--- src/rtl/dram_pkg.sv ---
// Shared definitions for the single-bank DRAM controller.
//   - FSM state encoding (legacy-compatible constants plus an enum over them)
//   - width helpers for address, byte-enable and duration counters
//   - parameter legality check used at elaboration
package dram_pkg;

  localparam logic [1:0] ST_IDLE    = 2'd0;
  localparam logic [1:0] ST_READ    = 2'd1;
  localparam logic [1:0] ST_REFRESH = 2'd2;

  typedef enum logic [1:0] {
    S_IDLE    = ST_IDLE,
    S_READ    = ST_READ,
    S_REFRESH = ST_REFRESH
  } state_e;

  function automatic int addr_w_f(input int depth);
    return (depth > 1) ? $clog2(depth) : 1;
  endfunction

  function automatic int be_w_f(input int data_w);
    return data_w / 8;
  endfunction

  // Bits needed to hold values 0..maxval.
  function automatic int cnt_w_f(input int maxval);
    return (maxval < 1) ? 1 : $clog2(maxval + 1);
  endfunction

  function automatic bit params_ok(input int data_w, input int depth,
                                   input int read_lat, input int period,
                                   input int ref_cycles);
    return (data_w > 0) && (data_w % 8 == 0) &&
           (depth >= 2) && ((depth & (depth - 1)) == 0) &&
           (read_lat >= 1) && (ref_cycles >= 1) &&
           (period > read_lat + ref_cycles);
  endfunction

endpackage

--- src/rtl/dram_refresh_timer.sv ---
// Free-running refresh interval timer.
// Ports:
//   clk, reset : clock, asynchronous active-high reset
//   ack        : controller is entering REFRESH this cycle (clears pending)
//   pending    : a refresh is owed to the bank
module dram_refresh_timer
  import dram_pkg::*;
#(
  parameter int PERIOD = 64
) (
  input  logic clk,
  input  logic reset,
  input  logic ack,
  output logic pending
);

  localparam int CW = cnt_w_f(PERIOD - 1);

  logic [CW-1:0] cnt_q, cnt_d;
  logic          pending_q, pending_d;
  logic          wrap;

  always_comb begin
    wrap      = (cnt_q == CW'(PERIOD - 1));
    cnt_d     = wrap ? '0 : cnt_q + CW'(1);
    pending_d = pending_q;
    if (ack)  pending_d = 1'b0;
    // A new request wins over a same-cycle ack so no refresh is ever lost.
    if (wrap) pending_d = 1'b1;
  end

  always_ff @(posedge clk or posedge reset) begin
    if (reset) begin
      cnt_q     <= '0;
      pending_q <= 1'b0;
    end else begin
      cnt_q     <= cnt_d;
      pending_q <= pending_d;
    end
  end

  assign pending = pending_q;

endmodule

--- src/rtl/dram_bank_ctrl.sv ---
// Single-bank DRAM model/controller with valid/ready request port,
// byte-enabled writes, fixed-latency reads and periodic refresh stalls.
// Ports:
//   clk, reset           : clock, asynchronous active-high reset
//   req_valid/req_ready  : request handshake (ready depends only on registers)
//   req_we               : 1 = write, 0 = read
//   req_addr/wdata/be    : word address, write data, byte enables
//   rsp_valid            : one-cycle pulse with read data
//   rsp_rdata            : read data, held until the next response
//   busy_refresh         : bank is in a refresh cycle
module dram_bank_ctrl
  import dram_pkg::*;
#(
  parameter int DATA_W         = 72,
  parameter int DEPTH          = 4,
  parameter int READ_LAT       = 2,
  parameter int REFRESH_PERIOD = 64,
  parameter int REFRESH_CYCLES = 4
) (
  input  logic                          clk,
  input  logic                          reset,
  input  logic                          req_valid,
  output logic                          req_ready,
  input  logic                          req_we,
  input  logic [addr_w_f(DEPTH)-1:0]    req_addr,
  input  logic [DATA_W-1:0]             req_wdata,
  input  logic [be_w_f(DATA_W)-1:0]     req_be,
  output logic                          rsp_valid,
  output logic [DATA_W-1:0]             rsp_rdata,
  output logic                          busy_refresh
);

  localparam int BE_W   = be_w_f(DATA_W);
  localparam int MAXDUR = (READ_LAT > REFRESH_CYCLES) ? READ_LAT : REFRESH_CYCLES;
  localparam int DW     = cnt_w_f(MAXDUR - 1);
  localparam logic [DW-1:0] RD_LOAD = DW'(READ_LAT - 1);
  localparam logic [DW-1:0] RF_LOAD = DW'(REFRESH_CYCLES - 1);

  if (!params_ok(DATA_W, DEPTH, READ_LAT, REFRESH_PERIOD, REFRESH_CYCLES)) begin : g_param_check
    $error("dram_bank_ctrl: illegal parameter combination");
  end

  state_e               state_q, state_d;
  logic [DW-1:0]        dur_q, dur_d;
  logic [DEPTH-1:0]     vld_q, vld_d;
  logic [DATA_W-1:0]    rd_buf_q, rd_buf_d;
  logic                 rsp_valid_q, rsp_valid_d;
  logic [DATA_W-1:0]    rsp_rdata_q, rsp_rdata_d;
  logic                 busy_q, busy_d;
  logic [DATA_W-1:0]    mem_q [DEPTH];

  logic                 refresh_pending;
  logic                 refresh_ack;
  logic                 accept;
  logic                 wr_en;
  logic [DATA_W-1:0]    wr_word;

  dram_refresh_timer #(
    .PERIOD (REFRESH_PERIOD)
  ) u_refresh_timer (
    .clk     (clk),
    .reset   (reset),
    .ack     (refresh_ack),
    .pending (refresh_pending)
  );

  assign req_ready = (state_q == S_IDLE) && !refresh_pending;
  assign accept    = req_valid && req_ready;

  always_comb begin
    state_d     = state_q;
    dur_d       = dur_q;
    vld_d       = vld_q;
    rd_buf_d    = rd_buf_q;
    rsp_valid_d = 1'b0;
    rsp_rdata_d = rsp_rdata_q;
    refresh_ack = 1'b0;
    wr_en       = 1'b0;

    wr_word = mem_q[req_addr];
    for (int i = 0; i < BE_W; i++) begin
      if (req_be[i]) wr_word[8*i +: 8] = req_wdata[8*i +: 8];
    end

    case (state_q)
      S_IDLE: begin
        if (refresh_pending) begin
          state_d     = S_REFRESH;
          dur_d       = RF_LOAD;
          refresh_ack = 1'b1;
        end else if (accept) begin
          if (req_we) begin
            if (|req_be) begin
              wr_en           = 1'b1;
              vld_d[req_addr] = 1'b1;
            end
          end else begin
            // Sample at the accept edge; never-written words read as zero
            // so the array itself needs no reset.
            state_d  = S_READ;
            dur_d    = RD_LOAD;
            rd_buf_d = vld_q[req_addr] ? mem_q[req_addr] : '0;
          end
        end
      end
      S_READ: begin
        if (dur_q == '0) begin
          state_d     = S_IDLE;
          rsp_valid_d = 1'b1;
          rsp_rdata_d = rd_buf_q;
        end else begin
          dur_d = dur_q - DW'(1);
        end
      end
      S_REFRESH: begin
        if (dur_q == '0) state_d = S_IDLE;
        else             dur_d   = dur_q - DW'(1);
      end
      default: state_d = S_IDLE;
    endcase

    busy_d = (state_d == S_REFRESH);
  end

  always_ff @(posedge clk or posedge reset) begin
    if (reset) begin
      state_q     <= S_IDLE;
      dur_q       <= '0;
      vld_q       <= '0;
      rd_buf_q    <= '0;
      rsp_valid_q <= 1'b0;
      rsp_rdata_q <= '0;
      busy_q      <= 1'b0;
    end else begin
      state_q     <= state_d;
      dur_q       <= dur_d;
      vld_q       <= vld_d;
      rd_buf_q    <= rd_buf_d;
      rsp_valid_q <= rsp_valid_d;
      rsp_rdata_q <= rsp_rdata_d;
      busy_q      <= busy_d;
    end
  end

  // Storage array is deliberately left out of reset.
  always_ff @(posedge clk) begin
    if (wr_en) mem_q[req_addr] <= wr_word;
  end

  assign rsp_valid    = rsp_valid_q;
  assign rsp_rdata    = rsp_rdata_q;
  assign busy_refresh = busy_q;

endmodule
--- config.mk ---
export PLATFORM = sky130hd
export DESIGN_NAME = dram_bank_ctrl
export DESIGN_NICKNAME = d
export VERILOG_FILES = /design/src/rtl/dram_pkg.sv /design/src/rtl/dram_refresh_timer.sv /design/src/rtl/dram_bank_ctrl.sv
export SDC_FILE = /design/constraint.sdc
export NUM_CORES = 1
export LEC_CHECK = 0
export CAP_MARGIN = 10
export CORE_MARGIN = 3
export CORE_UTILIZATION = 45
export CTS_CLUSTER_DIAMETER = 150
export CTS_CLUSTER_SIZE = 25
export DETAILED_ROUTE_END_ITERATION = 6
export PLACE_DENSITY = 0.64
export SYNTH_ARGS = -nofsm -noshare
export SYNTH_HDL_FRONTEND = slang
export SYNTH_SLANG_ARGS = --single-unit
--- constraint.sdc ---
create_clock -name clk -period 9.3 [get_ports clk]
set_input_delay 1.86 -clock clk [delete_from_list [all_inputs] [get_ports clk]]
set_output_delay 1.86 -clock clk [all_outputs]
set_load 0.1 [all_outputs]
# == Word level (Yosys, flattened, before mapping) ==
# Memory sizes are Yosys's and may differ from the RTL's.
# Cells that the tools add are included.
# op_classes
mux,38
n_bitwise,3
eq_ne,7
addsub,2
reduce_logical,14
order_cmp,2
# op_table
cell,count
72-bit 2-to-1 mux,1
8-bit 2-to-1 mux,9
2-bit 2-to-1 mux,8
1-bit 2-to-1 mux,15
9-bit OR reduction,1
2-bit case mux with 2 select lines,2
4-bit AND reduction,2
6-bit by 1-bit adder with 6-bit output (second input constant),1
6-bit == test (second input constant),1
6-bit 2-to-1 mux,1
3-bit by 2-bit inequality test with 1-bit output (second input constant),2
5-bit AND reduction,1
2-bit == test (second input constant),2
2-bit zero test,2
4-bit bitwise OR,1
2-bit nonzero test,2
1-bit logical AND,3
2-bit by 3-bit < comparator with 1-bit output (second input constant),1
1-bit binary-select mux with 2-bit select,1
1-bit demux with 2-bit select,1
2-bit by 1-bit == test with 1-bit output (second input constant),1
2-bit by 1-bit greater-or-equal comparator with 1-bit output (second input constant),1
2-bit inequality test (second input constant),1
1-bit NOT,2
4 further kinds,4
# totals
mem_bits_rw,288
reg_bits,161
mem_count,1
output_inout_bits,75
# memory_table
memory,depth,word_bits,rd,rd_ports_with_merged_regs,write_ports,line,text
mem_q,4,72,1,0,1,dram_bank_ctrl.sv:50,logic [DATA_W-1:0] mem_q [DEPTH];

# == Depth between registers and ports, before layout ==
# Gate-level depths: netlist (run 1).
# logic_depth
ltp_word,8
depth_mapped,9
mapped_depth_nobuf,6

# == Hierarchy ==
# A second synthesis (run 1) with hierarchy kept.
# unflattened
hier_cells,1007
area_unflattened_um2,17559.3
# by_module_without_submodules
mod,area_each_um2,cells_per_inst,seq_area_each_um2,instances
dram_bank_ctrl,17269.1,983,12502.0,1
dram_refresh_timer,290.3,24,175.2,1

# == Worst setup path before layout (run 1) ==
# OpenSTA, ideal clock, no wires.
# synth_timing
path_type,input-to-reg
from,in req_addr[1]
to,mem mem_q[0][0] (enable)
arrival_time_ns,9.352
setup_time_ns,0.682
path_stages,4
setup_slack_ns,-0.734
required_ns,8.618
n_path_buf,3
cell_sequence,clkbuf_1 -> buf_2 -> buf_2 -> nor4_1
# synth_rtl
element,line,text
start: declaration,dram_bank_ctrl.sv:25,"input logic [addr_w_f(DEPTH)-1:0] req_addr,"
end: declaration,dram_bank_ctrl.sv:50,
# No word-level cell before the write port.

# == Worst setup path in the final report (run 1) ==
# layout_timing
from,in req_be[8]
to,mem mem_q[1][9] (enable)
# layout_between
elab_chain_len,8
# layout_lines
element,line,text
start: declaration,dram_bank_ctrl.sv:27,"input logic [be_w_f(DATA_W)-1:0] req_be,"
9-bit OR reduction,dram_bank_ctrl.sv:93,if (|req_be) begin
1-bit 2-to-1 mux,dram_bank_ctrl.sv:93,
1-bit 2-to-1 mux,dram_bank_ctrl.sv:92,if (req_we) begin
1-bit 2-to-1 mux,dram_bank_ctrl.sv:91,end else if (accept) begin
1-bit 2-to-1 mux,dram_bank_ctrl.sv:87,if (refresh_pending) begin
1-bit 2-to-1 mux,dram_bank_ctrl.sv:85,case (state_q)
1-bit 2-to-1 mux,dram_bank_ctrl.sv:147,if (wr_en) mem_q[req_addr] <= wr_word;
1-bit 2-to-1 mux (implied by the code),dram_bank_ctrl.sv:147,
# No other way between the ends.

==> reports/results.ini, run 1 <==
[power]
combPwrFrac_pct = 34.4
internal_power_uw = 3450
switchingPower_uw = 2140
p_leak_uw = 0.00757
ir_worst_vdd_mv = 0.162
power_density_nw_per_um2 = 274
p_clk_share_pct = 18.0
switching_share_pct = 38.3
pwr-share-seq_pct = 47.5

[timing]
hold_violations = 0
skew_ns = 0.00791
finalSetupViolations = 0
timing.final.crit_share_pct = 54.5
slew_viol_final = 0
relSlewSlack_pct = 30.0
worst_pin_slew_ns = 1.05
rsz0062_at_grt = false
tns_ns = 0
fmax_mhz = 197
period_needed_ns = 5.07

[placed_design]
hpwl_mm = 21.7
port_buffers = 161
place_congestion = 0.722

[logic_synthesis]
async_flop_share_pct = 35.9
synth_enable_flop_cells = 288
synth.avg_cell_area_sq_um = 17.8
yosysWarnings = 0
ys_types = 38
syn_area_sq_um = 17800
ys_seq_elements = 449
seq_area_frac_synth_pct = 71.3
syn_nets = 1093
syn_inst = 1001
synth_ff_type = edfxtp_1

[clock_network]
htreeDepth = 1
path_clk_slew_ns = 0.09
cts_hold_buf = 0
cts_sinks = 449
clk_latency_ns = 0.53
cts_tree = yes
cts_setup_buffers = 0
root_buffer = clkbuf_16
cts_resized = 0
cts_buffer_depth = 3
cts_buffers = 21

[floorplan]
die-area_sq_um = 41900
start_util_pct = 45.8
die_x_um = 205
fp.coreArea_sq_um = 38800
rows = 72
die_h_um = 205
io_pins = 162

[worst_setup_path]
crit_type = in2reg
slowest_delay_ns = 0.89
cp.depth = 6
path_buf_inv = 2
critPathCaptureType = flip-flop
startpoint = req_be[8]
worstPathArrival_ns = 5.23
critPathLaunchType = primary input
crit_path_top_delay_cell = clkdlybuf4s50_1
r2r_start = state_q[1]$_DFF_PP0_
worstPathRequired_ns = 9.46
reg2reg_setup_slack_ns = 5.20
cp_cell_sequence = clkdlybuf4s50_1, or4_4, nor4_4, or3b_2, nor2_4, buf_4
crit_end = mem_q[1][9]$_DFFE_PP_
critPathTopFamily = simple AND/OR/NAND/NOR gates
path_max_fanout = 42
reg2reg_to = mem_q[1][9]$_DFFE_PP_
ff2ff_path_depth = 7

[global_routing]
grt_usage_pct = 16.8
grt_pass1_wl_mm = 54.5
grt.overflow.total = 0
antenna_found_initial = 1
grt_max_degree = 97
grt_pass1_vias = 9229

[routing]
viasPerCell = 5.31
ant_nets = 0
dr.pass1.iters = 5
dr.first_iter.drc_count = 585
wl_mm = 34.8
wl_per_cell_um = 20.8
drc = 0
num_vias = 8862

[layout]
drive_gt1_share_pct = 18.9
area_growth_pct = 14.7
final_core_util_pct = 52.5
nets = 1230
antenna_cells = 0

[hold_path]
whs_path_depth = 1
hp-class = reg2reg

[run]
drv_cap = 0

[outcome]
status = finished clean

## final cells by class
cell class	instances	area, sq um
fill	3180	18400
sequential	449	12700
multi-input combinational	486	4750
timing repair buffer	172	1690
tap	518	648
clock buffer	37	586
inverter	8	36.3
## logic make-up after synthesis
group / synth area share [%]
AO/OA/AOI/OAI: 2.50
buffers and inverters: 2.25
multiplexers: 19.3
adder cells (fa/ha/maj): 0.352
AND/OR/NAND/NOR: 4.08
flip-flops: 71.3
XOR/XNOR: 0.148
## per-stage QoR
stage	setup slack, ns	power (uW)	instances	hold WS (ns)	area, sq um
after floorplan	2.38	4150	1001	0.428	17800
after global placement	3.61	4630	1633	0.447	19800
after detailed placement	3.57	4660	1633	0.450	19800
after CTS	4.14	5670	1670	0.475	20400
after global routing	4.00	5860	1670	0.505	20400
final	4.23	5590	1670	0.469	20400
## power groups by stage
stage | Sequential (uW) | Clock [uW] | Combinational (uW)
global placement | 2700 | 0 | 1930
global route | 2700 | 1130 | 2030
detailed placement | 2710 | 0 | 1950
finish | 2660 | 1010 | 1930
floorplan | 3620 | 0 | 529
CTS | 2670 | 1050 | 1950
## placed cells by master (no fill, tap or decap), types with 2 or more instances in the layout
master | netlist | final
mux2_2 | 144 | 144
ha_1 | 5 | 5
and3_1 | 2 | 2
mux4_1 | 43 | 43
nand2_1 | 147 | 146
mux4_2 | 30 | 29
edfxtp_1 | 288 | 288
clkbuf_16 | 0 | 21
nor2_1 | 8 | 6
clkdlybuf4s50_1 | 0 | 159
nand3_1 | 5 | 5
nor2b_1 | 3 | 3
a21oi_1 | 4 | 4
buf_4 | 2 | 13
or2_1 | 2 | 2
o21ai_0 | 75 | 75
nor4_4 | 1 | 3
clkbuf_1 | 19 | 16
inv_1 | 7 | 6
o21bai_1 | 3 | 3
nor2_4 | 0 | 2
xor2_1 | 2 | 2
dfrtp_1 | 161 | 161
## state kept, by name (all words and copies together), names as in the netlist
signal	flops
busy_refresh	1
dur_q	2
mem_q	288
rd_buf_q	72
rsp_rdata	72
rsp_valid	1
state_q	2
u_refresh_timer.cnt_q	6
u_refresh_timer.pending	1
vld_q	4
## worst min-delay path by stage
stage	to	slack [ns]	start
after floorplan	vld_q[2]$_DFFE_PP0P_	0.43	vld_q[2]$_DFFE_PP0P_
after global placement	vld_q[2]$_DFFE_PP0P_	0.45	vld_q[2]$_DFFE_PP0P_
after detailed placement	vld_q[0]$_DFFE_PP0P_	0.45	vld_q[0]$_DFFE_PP0P_
after CTS	vld_q[0]$_DFFE_PP0P_	0.47	vld_q[0]$_DFFE_PP0P_
after global routing	rd_buf_q[33]$_DFFE_PP0P_	0.50	rd_buf_q[33]$_DFFE_PP0P_
final	vld_q[2]$_DFFE_PP0P_	0.47	vld_q[2]$_DFFE_PP0P_
## Yosys cell counts (4+ instances only)
master	n	area, sq um
nor2_1	8	30.0
buf_12	5	100
o21ai_0	75	375
edfxtp_1	288	8650
inv_1	7	26.3
clkbuf_1	19	71.3
mux4_2	30	676
nand3_1	5	25.0
dfrtp_1	161	4030
buf_1	4	15.0
ha_1	5	62.6
mux4_1	43	1130
a21oi_1	4	20.0
nand2_1	147	552
buf_2	23	115
mux2_2	144	1620
## routing by layer
layer / part of all wire [%] / routed length [um] / global-route usage (%) / vias to the layer above
met5: 0.037 / 13 / 0 / -
met4: 1.5 / 519 / 3.00 / 2
met3: 4.1 / 1440 / 2.10 / 36
met2: 49 / 17200 / 28.2 / 163
met1: 45 / 15600 / 24.1 / 4570
li1: - / - / - / 4091
(Power assumes the default switching activity.)
==> run 2, diff against run 1 <==
--- a/config.mk
+++ b/config.mk
@@ -11,7 +11,7 @@
 export CTS_CLUSTER_DIAMETER = 150
 export CTS_CLUSTER_SIZE = 25
 export DETAILED_ROUTE_END_ITERATION = 6
-export PLACE_DENSITY = 0.64
+export PLACE_DENSITY = 0.66
 export SYNTH_ARGS = -nofsm -noshare
 export SYNTH_HDL_FRONTEND = slang
 export SYNTH_SLANG_ARGS = --single-unit
==> constraint.sdc (replaced) <==
create_clock -name clk -period 4.6 [get_ports clk]
set_input_delay 0.92 -clock clk [delete_from_list [all_inputs] [get_ports clk]]
set_output_delay 0.92 -clock clk [all_outputs]
set_load 0.1 [all_outputs]
==> run 2 against run 1 <==
Effect of this change:
- clock power rose by 100%
- die area did not move
- combinational power rose by 100%
- non-clock buffer count rose by 12
- largest cell class unchanged
- largest power group unchanged
==> reports/results.ini, run 2 (synthesis gave the netlist of run 1 again) <==
[layout]
antenna_cells = 0  ; unchanged
multi_input_area_sq_um = 4750  ; unchanged
final_cell_mix = edfxtp_1, dfrtp_1, clkdlybuf4s50_1
largest_reg_flops = 288  ; unchanged
drive_gt1_share_pct = 19.9  ; +0.94 points
layout_commonest_cell = edfxtp_1
regMostFlops = mem_q
fillers = 3162  ; -0.57%
seqCellArea_sq_um = 12700  ; unchanged
nets = 1242  ; +0.98%
final_area_sq_um = 20500  ; +0.61%
area_growth_pct = 15.4

[worst_setup_path]
worstPathArrival_ns = 2.94  ; -2.29 ns
crit_end = req_ready
worstPathRequired_ns = 3.68  ; -5.78 ns
path_max_fanout = 6  ; -86%
critPathLaunchType = flip-flop
r2r_start = state_q[1]$_DFF_PP0_
critPathCaptureType = output pin
reg2reg_setup_slack_ns = 0.82  ; -4.38 ns
crit_type = reg2out
slowest_delay_ns = 1.23  ; +0.34 ns
startpoint = state_q[1]$_DFF_PP0_
reg2reg_to = mem_q[3][49]$_DFFE_PP_
crit_path_top_delay_cell = clkdlybuf4s50_1
ff2ff_path_depth = 7  ; unchanged
cp_cell_sequence = inv_1, ha_1, nor2b_1, clkdlybuf4s50_1

[global_routing]
grt_pass1_wl_mm = 55.0  ; +0.85%
grt_usage_pct = 16.9  ; +0.11 points
grt.overflow.total = 0  ; unchanged
grt_pass1_vias = 9229  ; unchanged
grt_max_degree = 105  ; +8.2%
antenna_found_initial = 0  ; -1

[clock_network]
path_clk_slew_ns = 0.10  ; about the same
cts_buffers = 21  ; unchanged
root_buffer = clkbuf_16
clk_latency_ns = 0.53  ; about the same
cts_sinks = 449  ; unchanged
cts_resized = 0  ; unchanged
cts_hold_buf = 0  ; unchanged
cts_setup_buffers = 0  ; unchanged
cts_tree = yes
htreeDepth = 1  ; unchanged
cts_buffer_depth = 3  ; unchanged

[routing]
viasPerCell = 5.30  ; -0.21%
ant_nets = 0  ; unchanged
num_vias = 8902  ; +0.45%
dr.pass1.iters = 4  ; -1
dr.first_iter.drc_count = 639  ; +9.2%
wl_per_cell_um = 21.0  ; +0.97%
drc = 0  ; unchanged
wl_mm = 35.3  ; +1.6%

[timing]
timing.final.crit_share_pct = 83.9
fmax_mhz = 259
hold_violations = 0  ; unchanged
finalSetupViolations = 0  ; unchanged
period_needed_ns = 3.86
relSlewSlack_pct = 24.4  ; -5.6 points
skew_ns = 0.0100  ; +0.00212 ns
worst_pin_slew_ns = 1.13  ; +0.0868 ns
slew_viol_final = 0  ; unchanged
rsz0062_at_grt = false
holdWs_ns = 0.476  ; +0.00659 ns

[hold_path]
hp-class = reg2reg

[floorplan]
die_x_um = 205  ; unchanged
die_h_um = 205  ; unchanged
rows = 72  ; unchanged
die-area_sq_um = 41900  ; unchanged
fp.coreArea_sq_um = 38800  ; unchanged
io_pins = 162  ; unchanged
start_util_pct = 45.8  ; unchanged

[placed_design]
place_congestion = 0.736  ; +1.9%
hpwl_mm = 22.3  ; +2.7%
port_buffers = 161  ; unchanged
placed_area_sq_um = 19900  ; +0.64%

[run]
drv_cap = 0  ; unchanged

[power]
power_density_nw_per_um2 = 553  ; +100%
ir_worst_vdd_mv = 0.398  ; +150%
p_leak_uw = 0.00763  ; +0.86%

[outcome]
status = finished clean

run 2: cell type report:
cell class	count	area share [%]
tap	518	3.16
clock buffer	36	2.84
timing repair buffer	184	8.86
sequential	449	61.8
inverter	8	0.171
multi-input combinational	486	23.2
run 2: worst min path at each step:
stage	cells after the start	slack [ns]	to	start
2_1_floorplan	1	0.43	vld_q[2]$_DFFE_PP0P_	vld_q[2]$_DFFE_PP0P_
3_3_place_gp	1	0.44	vld_q[2]$_DFFE_PP0P_	vld_q[2]$_DFFE_PP0P_
3_5_place_dp	1	0.45	vld_q[0]$_DFFE_PP0P_	vld_q[0]$_DFFE_PP0P_
4_1_cts	1	0.48	vld_q[0]$_DFFE_PP0P_	vld_q[0]$_DFFE_PP0P_
5_1_grt	2	0.52	rd_buf_q[46]$_DFFE_PP0P_	rd_buf_q[46]$_DFFE_PP0P_
6_report	1	0.48	vld_q[0]$_DFFE_PP0P_	vld_q[0]$_DFFE_PP0P_
run 2: worst max-delay path, delay by kind of cell, from the launching register on:
kind	cells	cell delay (ns)
AND/OR/NAND/NOR	1	0.46
flip-flops	1	0.41
adder cells (fa/ha/maj)	1	0.21
buffers and inverters	2	1.33
run 2: where the power goes:
part	total [uW]	internal (uW)	switching, uW
sequential	5380	5030	351
clock	2050	874	1180
combinational	3910	1080	2820
total	11300	6990	4350
run 2: per-stage QoR:
| step | TNS [ns] | utilization (%) | setup slack [ns] | total power, uW | cells |
|---|---|---|---|---|---|
| CTS | 0 | 52.8 | 0.718 | 11500 | 1681 |
| global route | 0 | 52.8 | 0.590 | 11800 | 1681 |
| detailed placement | 0 | 51.3 | 0.456 | 9430 | 1645 |
| global placement | 0 | 51.3 | 0.486 | 9370 | 1645 |
| floorplan | -262.61 | - | -1.38 | 8380 | 1001 |
| finish | 0 | 52.8 | 0.742 | 11300 | 1681 |
run 2: per-layer routing:
metal  wire (um)  vias up  global-route usage, %
met5           0        -                      0
met4         442        0                   2.56
met3        1670       30                   2.38
met2       17600      178                   28.9
met1       15600     4599                   23.8
li1            -     4095                      -
